[src/rtl/cordic_core.sv]
// Single CORDIC micro-rotation stage with registered outputs, circular or hyperbolic.
// The controller owns iteration sequencing, direction choice and the angle LUT.
module cordic_core #(
  parameter int p_WIDTH = 32,
  parameter int p_SHW   = $clog2(p_WIDTH)
) (
  input  logic               clk,
  input  logic               rst,
  input  logic               en,
  input  logic [p_WIDTH-1:0] xprev,
  input  logic [p_WIDTH-1:0] yprev,
  input  logic [p_WIDTH-1:0] zprev,
  input  logic               dir,
  input  logic               mode,
  input  logic [p_SHW-1:0]   shift_amnt,
  input  logic [p_WIDTH-1:0] angle,
  output logic [p_WIDTH-1:0] xnext,
  output logic [p_WIDTH-1:0] ynext,
  output logic [p_WIDTH-1:0] znext,
  output logic               out_valid
);

  logic signed [p_WIDTH-1:0] xs, ys;
  logic                      x_sub;
  logic        [p_WIDTH-1:0] x_d, y_d, z_d;
  logic        [p_WIDTH-1:0] x_q, y_q, z_q;
  logic                      valid_q;

  always_comb begin
    xs = $signed(xprev) >>> shift_amnt;
    ys = $signed(yprev) >>> shift_amnt;
    // x subtracts d*ys in circular mode and adds it in hyperbolic mode.
    x_sub = (mode == dir);
    x_d = x_sub ? (xprev - $unsigned(ys)) : (xprev + $unsigned(ys));
    y_d = dir ? (yprev + $unsigned(xs)) : (yprev - $unsigned(xs));
    z_d = dir ? (zprev - angle) : (zprev + angle);
  end

  always_ff @(posedge clk or posedge rst) begin
    if (rst) begin
      x_q     <= '0;
      y_q     <= '0;
      z_q     <= '0;
      valid_q <= 1'b0;
    end else begin
      valid_q <= en;
      if (en) begin
        x_q <= x_d;
        y_q <= y_d;
        z_q <= z_d;
      end
    end
  end

  assign xnext     = x_q;
  assign ynext     = y_q;
  assign znext     = z_q;
  assign out_valid = valid_q;

endmodule

[config.mk]
export PLATFORM = sky130hd
export DESIGN_NAME = cordic_core
export DESIGN_NICKNAME = d
export VERILOG_FILES = /design/src/rtl/cordic_core.sv
export SDC_FILE = /design/constraint.sdc
export NUM_CORES = 1
export LEC_CHECK = 0
export BUFFER_PORTS_ARGS = -buffer_cell sky130_fd_sc_hd__buf_2
export CAP_MARGIN = 20
export CORE_UTILIZATION = 60
export DETAILED_ROUTE_END_ITERATION = 12
export HOLD_SLACK_MARGIN = 0.1
export MAX_ROUTING_LAYER = met4
export PLACE_DENSITY = 0.92
export SLEW_MARGIN = 20
export SYNTH_ARGS = -nofsm -noshare
export SYNTH_HDL_FRONTEND = slang
export SYNTH_SLANG_ARGS = --single-unit
[constraint.sdc]
create_clock -name clk -period 3.05 [get_ports clk]
set_input_delay 0 -clock clk [delete_from_list [all_inputs] [get_ports clk]]
set_output_delay 0 -clock clk [all_outputs]
set_load 0.02 [all_outputs]
==> run_results.csv, run 1 <==
group,metric,value,unit
placement,dp_hpwl,59.40,mm
synth,synth_top_area_share,16.05,%
run_status,lastStage,"global routing",
synth,synthCells,1763,
synth,yosysUniqueCellTypes,88,
grt,grt_max_degree,50,
placement,dp.cells,2876,
placement,place.gp.congestion,1.350,
synth,avgSynthCellArea,8.577,um2
grt,track_usage,100.3,%
cts,clockBufferDepth,2,
synth,yosys_warnings,0,
floorplan,ioPinCount,235,
synth,syn_area,15120,um2
cts,cts_root_buf,"clkbuf_16",
floorplan,start_util,61.63,%
run_status,toolErrorMsg,"[ERROR GRT-0116] Global routing finished with congestion. Check the congestion regions in the DRC Viewer.",
grt,grt_overflow,1875,
placement,portBuffers,234,
run_status,status,"aborted with a tool error",
cts,numCtsBuffers,9,
synth,synth_edf_count,0,
floorplan,fp.dieH,160.8,um
synth,synth_area_leaders,"dfrtp_1 (16%), ha_1 (8.5%), mux4_2 (8.0%)",
synth,ys_ff_latch,97,
grt,grt_first_pass_wirelength,192.1,mm
cts,htree_levels,3,
synth,syn_nets,2007,
floorplan,die-width,160.8,um
synth,yosys.area.top_type,"dfrtp_1",
grt,grt_pass1_vias,29552,
cts,cts.sinks,97,
synth,ys_async_sr_fraction,100.0,%
synth,yosysSeqAreaShare,16.05,%
floorplan,rows,57,
synth,ys.flop_type,"dfrtp_1",
-- timing repair --
item | CTS
buffers inserted | 112
resized for setup | 299
pin swaps | 118
cloned | 6
setup endpoints to repair | 78
hold endpoints to repair | 56
hold buffers | 3
-- kinds of logic after synthesis --
logic type      synth area share (%)
compound gates                 22.23
simple gates                   16.01
mux                            22.14
xor+xnor                       9.789
buf+inv                        4.849
fa+ha+maj                      8.920
flops                          16.05
-- metrics by stage --
step	setup TNS [ns]	utilization, %	instance area [um2]	setup slack [ns]
after floorplan	-79.45	-	15580	-2.002
after detailed placement	-126.36	87.60	21490	-2.688
after global placement	-99.40	87.60	21490	-2.117
after CTS	-66.14	97.49	23920	-1.634
-- Yosys cell counts, types with 19 or more instances --
| master | instances |
|---|---|
| inv_1 | 49 |
| nand2_1 | 160 |
| nor2b_1 | 26 |
| ha_1 | 103 |
| nand2b_1 | 21 |
| dfrtp_1 | 97 |
| mux2i_1 | 60 |
| xor2_1 | 43 |
| xnor2_1 | 126 |
| buf_2 | 26 |
| a31oi_1 | 29 |
| mux2_2 | 88 |
| nor2_1 | 136 |
| mux4_2 | 54 |
| o21a_1 | 19 |
| nand3_1 | 30 |
| o21ai_0 | 84 |
| a21o_1 | 41 |
| clkbuf_1 | 38 |
| mux4_1 | 20 |
| nor3_1 | 39 |
| a21oi_1 | 159 |
-- per-layer routing --
layer / track usage (%) / GRT overflow
met4: 106.8 / 317
met1: 89.67 / 41
met5: - / -
met2: 127.3 / 1482
met3: 77.51 / 35
==> run 2, diff against run 1 <==
- CORE_UTILIZATION: 60 -> 40
- HOLD_SLACK_MARGIN: 0.1 -> not set
- MAX_ROUTING_LAYER: met4 -> not set
- PLACE_DENSITY: 0.92 -> not set
- PLACE_DENSITY_LB_ADDON: not set -> 0.15
==> run 2 against run 1 <==
The flow now finishes, with violations (negative setup slack). Synthesized area unchanged. Synthesized cell count unchanged.
==> run_results.csv, run 2 <==
group,metric,value,unit
run_status,status,"finished, violations left",
run_status,violations,"negative setup slack",
routing,avgViaCountPerCell,5.693,
worst_hold_path,hold_class,"input port to register",
routing,vias,18387,
setup_path,reg2reg_slack,2.06,ns
synth,avgSynthCellArea,8.577,um2
floorplan,dieArea,38580,um2
synth,synth_most_common_cell,"nand2_1",
setup_path,endpoint,"xnext[27]",
finish,syn2layout_area_growth,69.58,%
worst_hold_path,min-delay-start,"en",
setup_path,rr_endpoint,"ynext[25]",
routing,routed_wl,70.94,mm
floorplan,fp.coreArea,36870,um2
floorplan,fp.dieH,196.4,um
sta,fin_skew,0,ns
synth,syn_nets,2007,
finish,layout_commonest_cell,"buf_4",
pwr,seq_power_share,17.3,%
grt,grt_pass1_vias,18370,
routing,routedWlPerCell,21.96,um
cts,htree_levels,3,
pwr,combPwrFrac,72.5,%
finish,final_cell_mix,"buf_4 (706), buf_2 (224), nand2_1 (133)",
finish,fillers,2959,
sta,fin_ws,-1.715,ns
synth,ys.flop_type,"dfrtp_1",
sta,rsz0062_at_grt,"true",
finish,instances_no_fill,3230,
synth,synth_edf_count,0,
pwr,ir_drop,0.4099,mV
setup_path,worstSetupEndpointType,"register",
setup_path,crit_type,"input port to register",
pwr,finalPower,12.13,mW
cts,worstSkewPairLatency,0.39,ns
synth,synth_commonest_cells,"nand2_1 (160), a21oi_1 (159), nor2_1 (136), xnor2_1 (126), ha_1 (103)",
pwr,p_int,6.808,mW
setup_path,arrival,5.04,ns
sta,worst_pin_slew,0.7764,ns
setup_path,path_delay_family,"compound AO/OA/AOI/OAI gates",
pwr,p_sw_share,43.89,%
setup_path,crit_path_max_incr_delay,0.62,ns
synth,yosysUniqueCellTypes,88,
floorplan,rows,70,
sta,fmax,209.9,MHz
sta,finalHoldViolCount,0,
cts,clockBufferDepth,2,
grt,antenna_found_initial,5,
setup_path,rr_startpoint,"ynext[25]",
floorplan,ioPinCount,235,
synth,syn_area,15120,um2
pwr,p_clk_share,10.2,%
cts,path_clk_slew,0.08,ns
setup_path,reg2reg_depth,3,
setup_path,startpoint,"shift_amnt[0]",
cts,cts.sinks,97,
setup_path,path_depth,23,
grt,grt_first_pass_wirelength,105.2,mm
pwr,leakagePower,11.89,nW
cts,cts_tree,"yes",
finish,fin_nets,2965,
synth,yosys.area.top_type,"dfrtp_1",
synth,ys_ff_latch,97,
pwr,switchingPower,5.324,mW
cts,cts_root_buf,"clkbuf_16",
cts,numCtsBuffers,9,
sta,relSlewSlack,48.24,%
setup_path,critPathSlowestCell,"or4_4",
placement,dp.cells,3095,
placement,portBuffers,234,
routing,drc,0,
setup_path,cp_max_fo,7,
grt,grt_max_degree,59,
setup_path,path_cells,"buf_16, buf_12, mux2_2, o21ai_4, mux2i_4, a211o_1, or4_4, or4_4, o21ai_2, xor2_1, ha_1, and3_4, nand3_2, a31o_2, a21oi_2, buf_4, a21oi_4, o211ai_1, buf_4, a31o_2, a21oi_2, xnor2_1, mux2_2",
sta,finalSetupViolCount,62,
sta,setup_tns,-58.91,ns
routing,dr.pass1.iters,5,
sta,holdWs,0.02556,ns
sta,final_max_slew_viol_count,0,
synth,synthCells,1763,
routing,final_antenna_net_count,0,
finish,final_core_util,69.54,%
floorplan,start_util,41.01,%
finish,drive_gt1_share,57.63,%
placement,dp_hpwl,54.90,mm
synth,synth_area_leaders,"dfrtp_1 (16%), ha_1 (8.5%), mux4_2 (8.0%)",
sta,fin_crit,4.765,ns
setup_path,crit_buf_inv,4,
setup_path,worstPathRequired,3.33,ns
synth,synth_top_area_share,16.05,%
flow_run,drv_cap,0,
pwr,pwr_density_cell,473.1,nW/um2
sta,fin_crit_sh,156.2,%
floorplan,die-width,196.4,um
synth,yosysSeqAreaShare,16.05,%
synth,yosys_warnings,0,
grt,grt_overflow,0,
finish,diodes,0,
setup_path,worstSetupStartpointType,"input port",
grt,track_usage,35.45,%
routing,initialDrtViolationCount,1305,
synth,ys_async_sr_fraction,100.0,%
placement,place.gp.congestion,1.052,
-- run 2: worst reg2reg max path: cells and delay by family, from the launching register on --
family / cells / cell delay [ns]
compound gates: 1 / 0.09
buf+inv: 1 / 0.06
flops: 1 / 0.39
simple gates: 1 / 0.33
-- run 2: layer usage --
metal	track usage (%)	wire length, um
met1	46.75	30260
met2	57.62	32920
met4	13.25	2691
met3	6.434	5020
met5	0	48
-- run 2: worst min-delay path by stage --
stage | cells past startpoint | to
after floorplan | 0 | out_valid
after global placement | 2 | out_valid
after detailed placement | 2 | out_valid
after CTS | 1 | out_valid
after global routing | 1 | out_valid
final | 1 | out_valid
-- run 2: repair_timing --
item | in CTS | in global routing
setup endpoints to repair | 72 | 73
hold buffers | 2 | 0
hold endpoints to repair | 57 | 0
resized for setup | 267 | 277
pin swaps | 131 | 175
setup buffers | 74 | 61
cloned | 2 | 1
-- run 2: final cells by class --
class	instances	area [um2]	area share, %
clock buffer	11	252.7	0.9857
clock inverter	5	45.04	0.1757
inverter	50	207.7	0.8100
multi-input combinational	1520	14070	54.87
sequential	97	2427	9.466
tap	504	630.6	2.459
timing repair buffer	1043	8009	31.23
-- run 2: cell families (layout without fill, tap and decap cells) --
kind of cell             after synthesis  in the layout  synth area share (%)
multiplexers                         223            223                 22.14
buffers and inverters                146           1109                 4.849
AO/OA/AOI/OAI                        516            516                 22.23
AND/OR/NAND/NOR                      506            506                 16.01
adder cells (fa/ha/maj)              106            106                 8.920
XOR/XNOR                             169            169                 9.789
flip-flops                            97             97                 16.05
-- run 2: power by group through the flow --
stage	Clock, mW	Combinational [mW]	Sequential [mW]
after floorplan	0	3.42	2.75
after global placement	0	7.20	2.10
after detailed placement	0	7.27	2.11
after CTS	1.27	7.96	2.10
after global routing	1.29	9.35	2.17
final	1.24	8.79	2.10
-- run 2: stage by stage --
step	cell area (um2)	worst slack, ns
floorplan	15580	-2.002
global placement	22100	-2.291
detailed placement	22100	-2.347
CTS	24020	-1.411
global route	25640	-1.851
finish	25640	-1.715
(Power assumes the default switching activity.)
==> run 3, diff against run 2 <==
- SETUP_SLACK_MARGIN: not set -> 0.2
==> run 3 against run 2 <==
Clock skew is the same. Largest power group unchanged. Largest cell class unchanged. Flip-flop and latch count unchanged. Count of clock-buffer cells in the layout shrank 1. The flow still finishes with violations (negative setup slack). Final area up 2.3%.
==> run_results.csv, run 3 (synthesis gave the netlist of run 2 again) <==
group,metric,value,unit
grt,grt_use_met1,46.59,%
routing,final_antenna_net_count,0,
cts,path_clk_slew,0.07,ns
worst_hold_path,hold_class,"input port to register",
setup_path,crit_top_cell,"or3_4",
grt,grt_first_pass_wirelength,108.4,mm
setup_path,crit_type,"input port to register",
setup_path,worstSetupStartpointType,"input port",
finish,syn2layout_area_growth,73.55,%
placement,place.gp.congestion,1.071,
floorplan,rows,70,
setup_path,reg2reg_depth,3,
sta,worst_pin_slew,0.8680,ns
pwr,ir_drop,0.3826,mV
floorplan,start_util,41.01,%
sta,finalHoldViolCount,0,
setup_path,path_depth,21,
floorplan,die-width,196.4,um
cts,htree_levels,3,
cts,cts_root_buf,"clkbuf_16",
pwr,leakagePower,12.24,nW
placement,dp_hpwl,55.63,mm
pwr,finalPower,12.43,mW
flow_run,drv_cap,0,
setup_path,arrival,4.81,ns
pwr,pwr_density_cell,473.5,nW/um2
placement,portBuffers,234,
routing,dr.pass1.iters,5,
sta,rsz0062_at_grt,"true",
grt,antenna_found_initial,3,
finish,fillers,2835,
setup_path,path_cells,"buf_16, mux2_2, o21ai_1, mux2i_4, a2111oi_4, ha_2, or3b_4, buf_6, or3_4, o31ai_4, xor2_1, ha_1, nand3_2, or3_4, buf_4, o22ai_4, o21ai_2, a21boi_2, nor2b_1, xnor2_1, mux2_4",
routing,routed_wl,73.37,mm
finish,fin_nets,3029,
floorplan,fp.coreArea,36870,um2
sta,fin_crit_sh,148.5,%
sta,fin_skew,0,ns
worst_hold_path,min_path_cells,3,
finish,layout_commonest_cell,"buf_4",
setup_path,worstPathRequired,3.33,ns
placement,post-place-ws,-2.383,ns
sta,final_max_slew_viol_count,0,
routing,drc,0,
sta,fin_crit,4.530,ns
grt,grt_overflow,0,
floorplan,dieArea,38580,um2
grt,busiest_layer,"met2",
setup_path,path_delay_family,"compound AO/OA/AOI/OAI gates",
sta,fin_ws,-1.480,ns
routing,avgViaCountPerCell,5.744,
sta,fmax,220.7,MHz
cts,worstSkewPairLatency,0.39,ns
cts,numCtsBuffers,9,
cts,cts_tree,"yes",
routing,routedWlPerCell,22.27,um
setup_path,cp_max_fo,8,
finish,instances_no_fill,3295,
floorplan,ioPinCount,235,
grt,track_usage,36.81,%
run_status,status,"finished, violations left",
placement,dp.cells,3110,
run_status,violations,"negative setup slack",
routing,vias,18927,
setup_path,crit_buf_inv,3,
sta,relSlewSlack,42.14,%
grt,use_met3,6.297,%
setup_path,critPathSlowestCell,"a2111oi_4",
cts,cts.sinks,97,
finish,final_cell_mix,"buf_4 (745), buf_2 (218), nand2_1 (143)",
grt,gr-usage-met2,62.08,%
routing,initialDrtViolationCount,1323,
cts,clockBufferDepth,2,
setup_path,crit_path_max_incr_delay,0.41,ns
finish,drive_gt1_share,57.58,%
setup_path,worstSetupEndpointType,"register",
sta,finalSetupViolCount,67,
grt,grt_pass1_vias,19007,
floorplan,fp.dieH,196.4,um
grt,grt_max_degree,65,
[run 3: changes by cell type in the layout (fill, tap and decap cells not counted), moves of 9 or more]
| cell | delta |
|---|---|
| buf_4 | +39 |
| buf_6 | +35 |
| nand2_1 | +10 |
| o21ai_1 | +12 |
| buf_8 | -9 |
| nand2_2 | -10 |
[run 3: path summary, 6_finish.rpt]
check	from	end	slack, ns
setup reg to reg	ynext[25]	ynext[25]	1.99
hold / removal	zprev[1]	znext[1]	0.05
hold reg to reg	ynext[14]	ynext[14]	0.49
setup / recovery	shift_amnt[0]	xnext[26]	-1.48
min in group asynchronous	rst	znext[23]	0.23
max in group asynchronous	rst	xnext[5]	1.97
[run 3: metal layers]
metal,part of all wire [%],up-vias
met5,0.011,-
met3,7.7,171
met4,4.3,2
li1,-,8683
met2,48,854
met1,40,9217
[run 3: through the flow]
stage	TNS [ns]	instance area (um2)	hold WS (ns)	utilization, %
finish	-61.64	26240	0.04764	71.17
floorplan	-79.26	15610	0.03143	-
detailed placement	-115.99	22180	0.1237	60.15
global route	-71.66	26240	0.08830	71.16
CTS	-55.34	24910	0.04471	67.56
global placement	-112.72	22180	0.1284	60.15
[run 3: what timing repair did]
| item | 4_1_cts | 5_1_grt |
|---|---|---|
| resized for setup | 357 | 178 |
| pin swaps | 183 | 150 |
| cloned | 6 | 4 |
| endpoints found under the setup margin | 77 | 79 |
| hold buffers | 2 | 0 |
| buffers inserted | 105 | 51 |
| endpoints found under the hold margin | 46 | 0 |
[run 3: layout make-up]
class | instances | area [um2] | area share (%)
Clock buffer | 10 | 239.0 | 0.9107
Clock inverter | 5 | 63.81 | 0.2432
Tap cell | 504 | 630.6 | 2.403
Antenna cell | 2 | 5.005 | 0.01907
Inverter | 50 | 212.7 | 0.8106
Sequential cell | 97 | 2427 | 9.250
Multi-Input combinational cell | 1520 | 13990 | 53.31
Timing Repair Buffer | 1107 | 8673 | 33.05
[run 3: tightest hold or removal path, delay by kind of cell]
family | cells | cell delay [ns]
multiplexers | 1 | 0.14
buffers and inverters | 1 | 0.11
adder cells (fa/ha/maj) | 1 | 0.16
[run 3: report_power, final]
| part | switching, mW | internal [mW] | total (mW) |
|---|---|---|---|
| clock network | 0.636 | 0.664 | 1.30 |
| registers | 0.279 | 1.81 | 2.09 |
| logic | 4.49 | 4.55 | 9.03 |
==> run 4, diff against run 3 <==
- CORE_ASPECT_RATIO: not set -> 0.5
==> run 4 against run 3 <==
The run still ends with negative setup slack left. Maximum frequency shrank 2.4%. Clock skew stayed put. Sequential power hardly changed. Power is 3.6% lower. Routed wire length decreased by 6.1%. Non-clock buffer count is 66 lower. Worst setup slack worse by 0.11 ns. Core utilization is 2.2 points lower. Count of clock-buffer cells in the layout shrank 1. Register-to-register slack improved by 0.07 ns. Critical path type unchanged.
==> run_results.csv, run 4 (synthesis gave the netlist of run 2 again) <==
group,metric,value,unit
run_status,status,"finished, violations left",
run_status,violations,"negative setup slack",
sta,finalHoldViolCount,0,
sta,relSlewSlack,48.26,%
setup_path,rr_endpoint,"ynext[25]",
grt,antenna_found_initial,0,
pwr,ir_drop,0.3132,mV
floorplan,fp.coreArea,36540,um2
sta,fin_crit,4.643,ns
sta,finalSetupViolCount,62,
worst_hold_path,min_path_cells,3,
finish,multi_input_area,13730,um2
setup_path,worstSetupStartpointType,"input port",
setup_path,reg2reg_depth,3,
cts,cts.sinks,97,
sta,holdWs,0.04549,ns
cts,cts_tree,"yes",
pwr,p_clk_share,10.7,%
sta,fin_skew,0,ns
grt,grt_max_degree,107,
routing,drc,0,
finish,layout_commonest_cell,"buf_4",
finish,final_cell_mix,"buf_4 (707), buf_2 (224), nand2_1 (142)",
setup_path,worstPathRequired,3.33,ns
floorplan,fp.dieH,139.5,um
sta,setup_tns,-59.33,ns
pwr,finalPower,11.98,mW
cts,clockBufferDepth,2,
pwr,leakagePower,11.73,nW
pwr,p_int,6.695,mW
grt,grt_pass1_vias,17955,
placement,dp_hpwl,52.99,mm
finish,final_core_util,68.99,%
sta,fin_crit_sh,152.2,%
setup_path,worstSetupEndpointType,"register",
grt,grt_first_pass_wirelength,104.8,mm
cts,cts_root_buf,"clkbuf_16",
pwr,seq_power_share,17.4,%
cts,htree_levels,3,
grt,track_usage,34.98,%
placement,portBuffers,234,
pwr,pwr_density_cell,475.3,nW/um2
sta,fmax,215.4,MHz
routing,final_antenna_net_count,0,
sta,worst_pin_slew,0.7761,ns
floorplan,dieArea,38630,um2
worst_hold_path,hold_class,"input port to register",
finish,diodes,0,
sta,final_max_slew_viol_count,0,
floorplan,die-width,277.0,um
floorplan,start_util,41.38,%
cts,numCtsBuffers,9,
routing,routedWlPerCell,21.47,um
cts,worstSkewPairLatency,0.39,ns
setup_path,crit_type,"input port to register",
finish,regArea,2427,um2
routing,vias,18482,
worst_hold_path,min-delay-start,"zprev[1]",
worst_hold_path,min_to,"znext[1]",
setup_path,arrival,4.93,ns
routing,routed_wl,68.87,mm
placement,place.gp.congestion,1.057,
floorplan,ioPinCount,235,
pwr,p_sw_share,44.12,%
finish,drive_gt1_share,55.76,%
sta,rsz0062_at_grt,"true",
setup_path,rr_startpoint,"ynext[25]",
grt,grt_overflow,0,
routing,dr.pass1.iters,6,
finish,fillers,2961,
routing,avgViaCountPerCell,5.761,
finish,fin_nets,2963,
cts,path_clk_slew,0.09,ns
setup_path,cp_max_fo,6,
sta,fin_ws,-1.593,ns
finish,syn2layout_area_growth,66.73,%
setup_path,reg2reg_slack,2.06,ns
pwr,switchingPower,5.287,mW
floorplan,rows,49,
routing,initialDrtViolationCount,1787,
flow_run,drv_cap,0,
pwr,combPwrFrac,71.9,%
==> run 4: changes by cell type in the layout (fill, tap and decap cells not counted), moves of 4 or more <==
cell,before,now
ha_1,92,97
a21oi_1,92,98
nand2_2,11,15
nor3_4,11,6
inv_1,44,40
a21oi_4,13,9
buf_4,745,707
nor2b_1,18,22
o21ai_1,28,16
clkbuf_16,13,9
buf_6,106,77
buf_2,218,224
nor3_2,8,12
o21ai_0,35,45
==> run 4: worst max path at each step <==
stage                        from   endpoint  depth (start not counted)
floorplan           shift_amnt[1]  xnext[26]                         24
global placement    shift_amnt[0]  xnext[26]                         20
detailed placement  shift_amnt[0]  xnext[17]                         20
CTS                 shift_amnt[1]  ynext[25]                         24
global route        shift_amnt[0]  xnext[31]                         24
finish              shift_amnt[0]  xnext[21]                         27
==> run 4: per-layer routing <==
metal	vias to the layer above	share of wire (%)	wire length, um	track usage, %
met1	8913	43	29910	48.64
li1	8571	-	-	-
met3	131	11	7577	9.940
met2	867	43	29710	53.20
met4	0	2.4	1675	8.626
met5	-	0	0	0
==> run 4: timing repair <==
action	in CTS	in global routing
endpoints found under the hold margin	56	0
gates cloned	4	0
resized for setup	341	103
hold buffers	2	0
setup endpoints to repair	79	75
pin swaps	181	110
buffers inserted	76	27
==> run 4: layout make-up <==
class | count | share of cell area (%)
Clock buffer | 9 | 0.8933
Clock inverter | 7 | 0.2680
Inverter | 50 | 0.8586
Multi-Input combinational cell | 1520 | 54.47
Sequential cell | 97 | 9.628
Tap cell | 484 | 2.402
Timing Repair Buffer | 1041 | 31.48
==> run 4: metrics by stage <==
step / cell area (um2) / std cells / setup WS [ns]
finish: 25210 / 3208 / -1.593
CTS: 24530 / 3181 / -1.410
floorplan: 15610 / 1763 / -1.997
global route: 25210 / 3208 / -1.710
global placement: 22140 / 3083 / -2.328
detailed placement: 22140 / 3083 / -2.363
==> run 4: power groups by stage <==
stage	Sequential [mW]	Clock [mW]	Combinational [mW]
3_5_place_dp	2.10	0	7.30
6_report	2.08	1.28	8.62
4_1_cts	2.09	1.30	8.19
2_1_floorplan	2.75	0	3.43
5_1_grt	2.14	1.35	9.16
3_3_place_gp	2.08	0	7.24
==> run 4: critical path, cell delays in order <==
cell       delay (ns)
buf_16           0.12
buf_12           0.11
buf_8            0.11
buf_6            0.10
mux4_2           0.58
nand3_2          0.12
a21oi_4          0.06
a2111oi_4        0.31
nand2_1          0.15
buf_6            0.14
or4_4            0.59
nor2_4           0.23
buf_6            0.12
o22ai_1          0.06
a21oi_1          0.16
ha_1             0.17
nand3_2          0.08
or3_4            0.41
nor2_4           0.17
buf_4            0.13
buf_6            0.08
a211oi_2         0.06
o21bai_1         0.18
a21oi_2          0.10
buf_4            0.14
xnor2_1          0.12
mux2_2           0.27
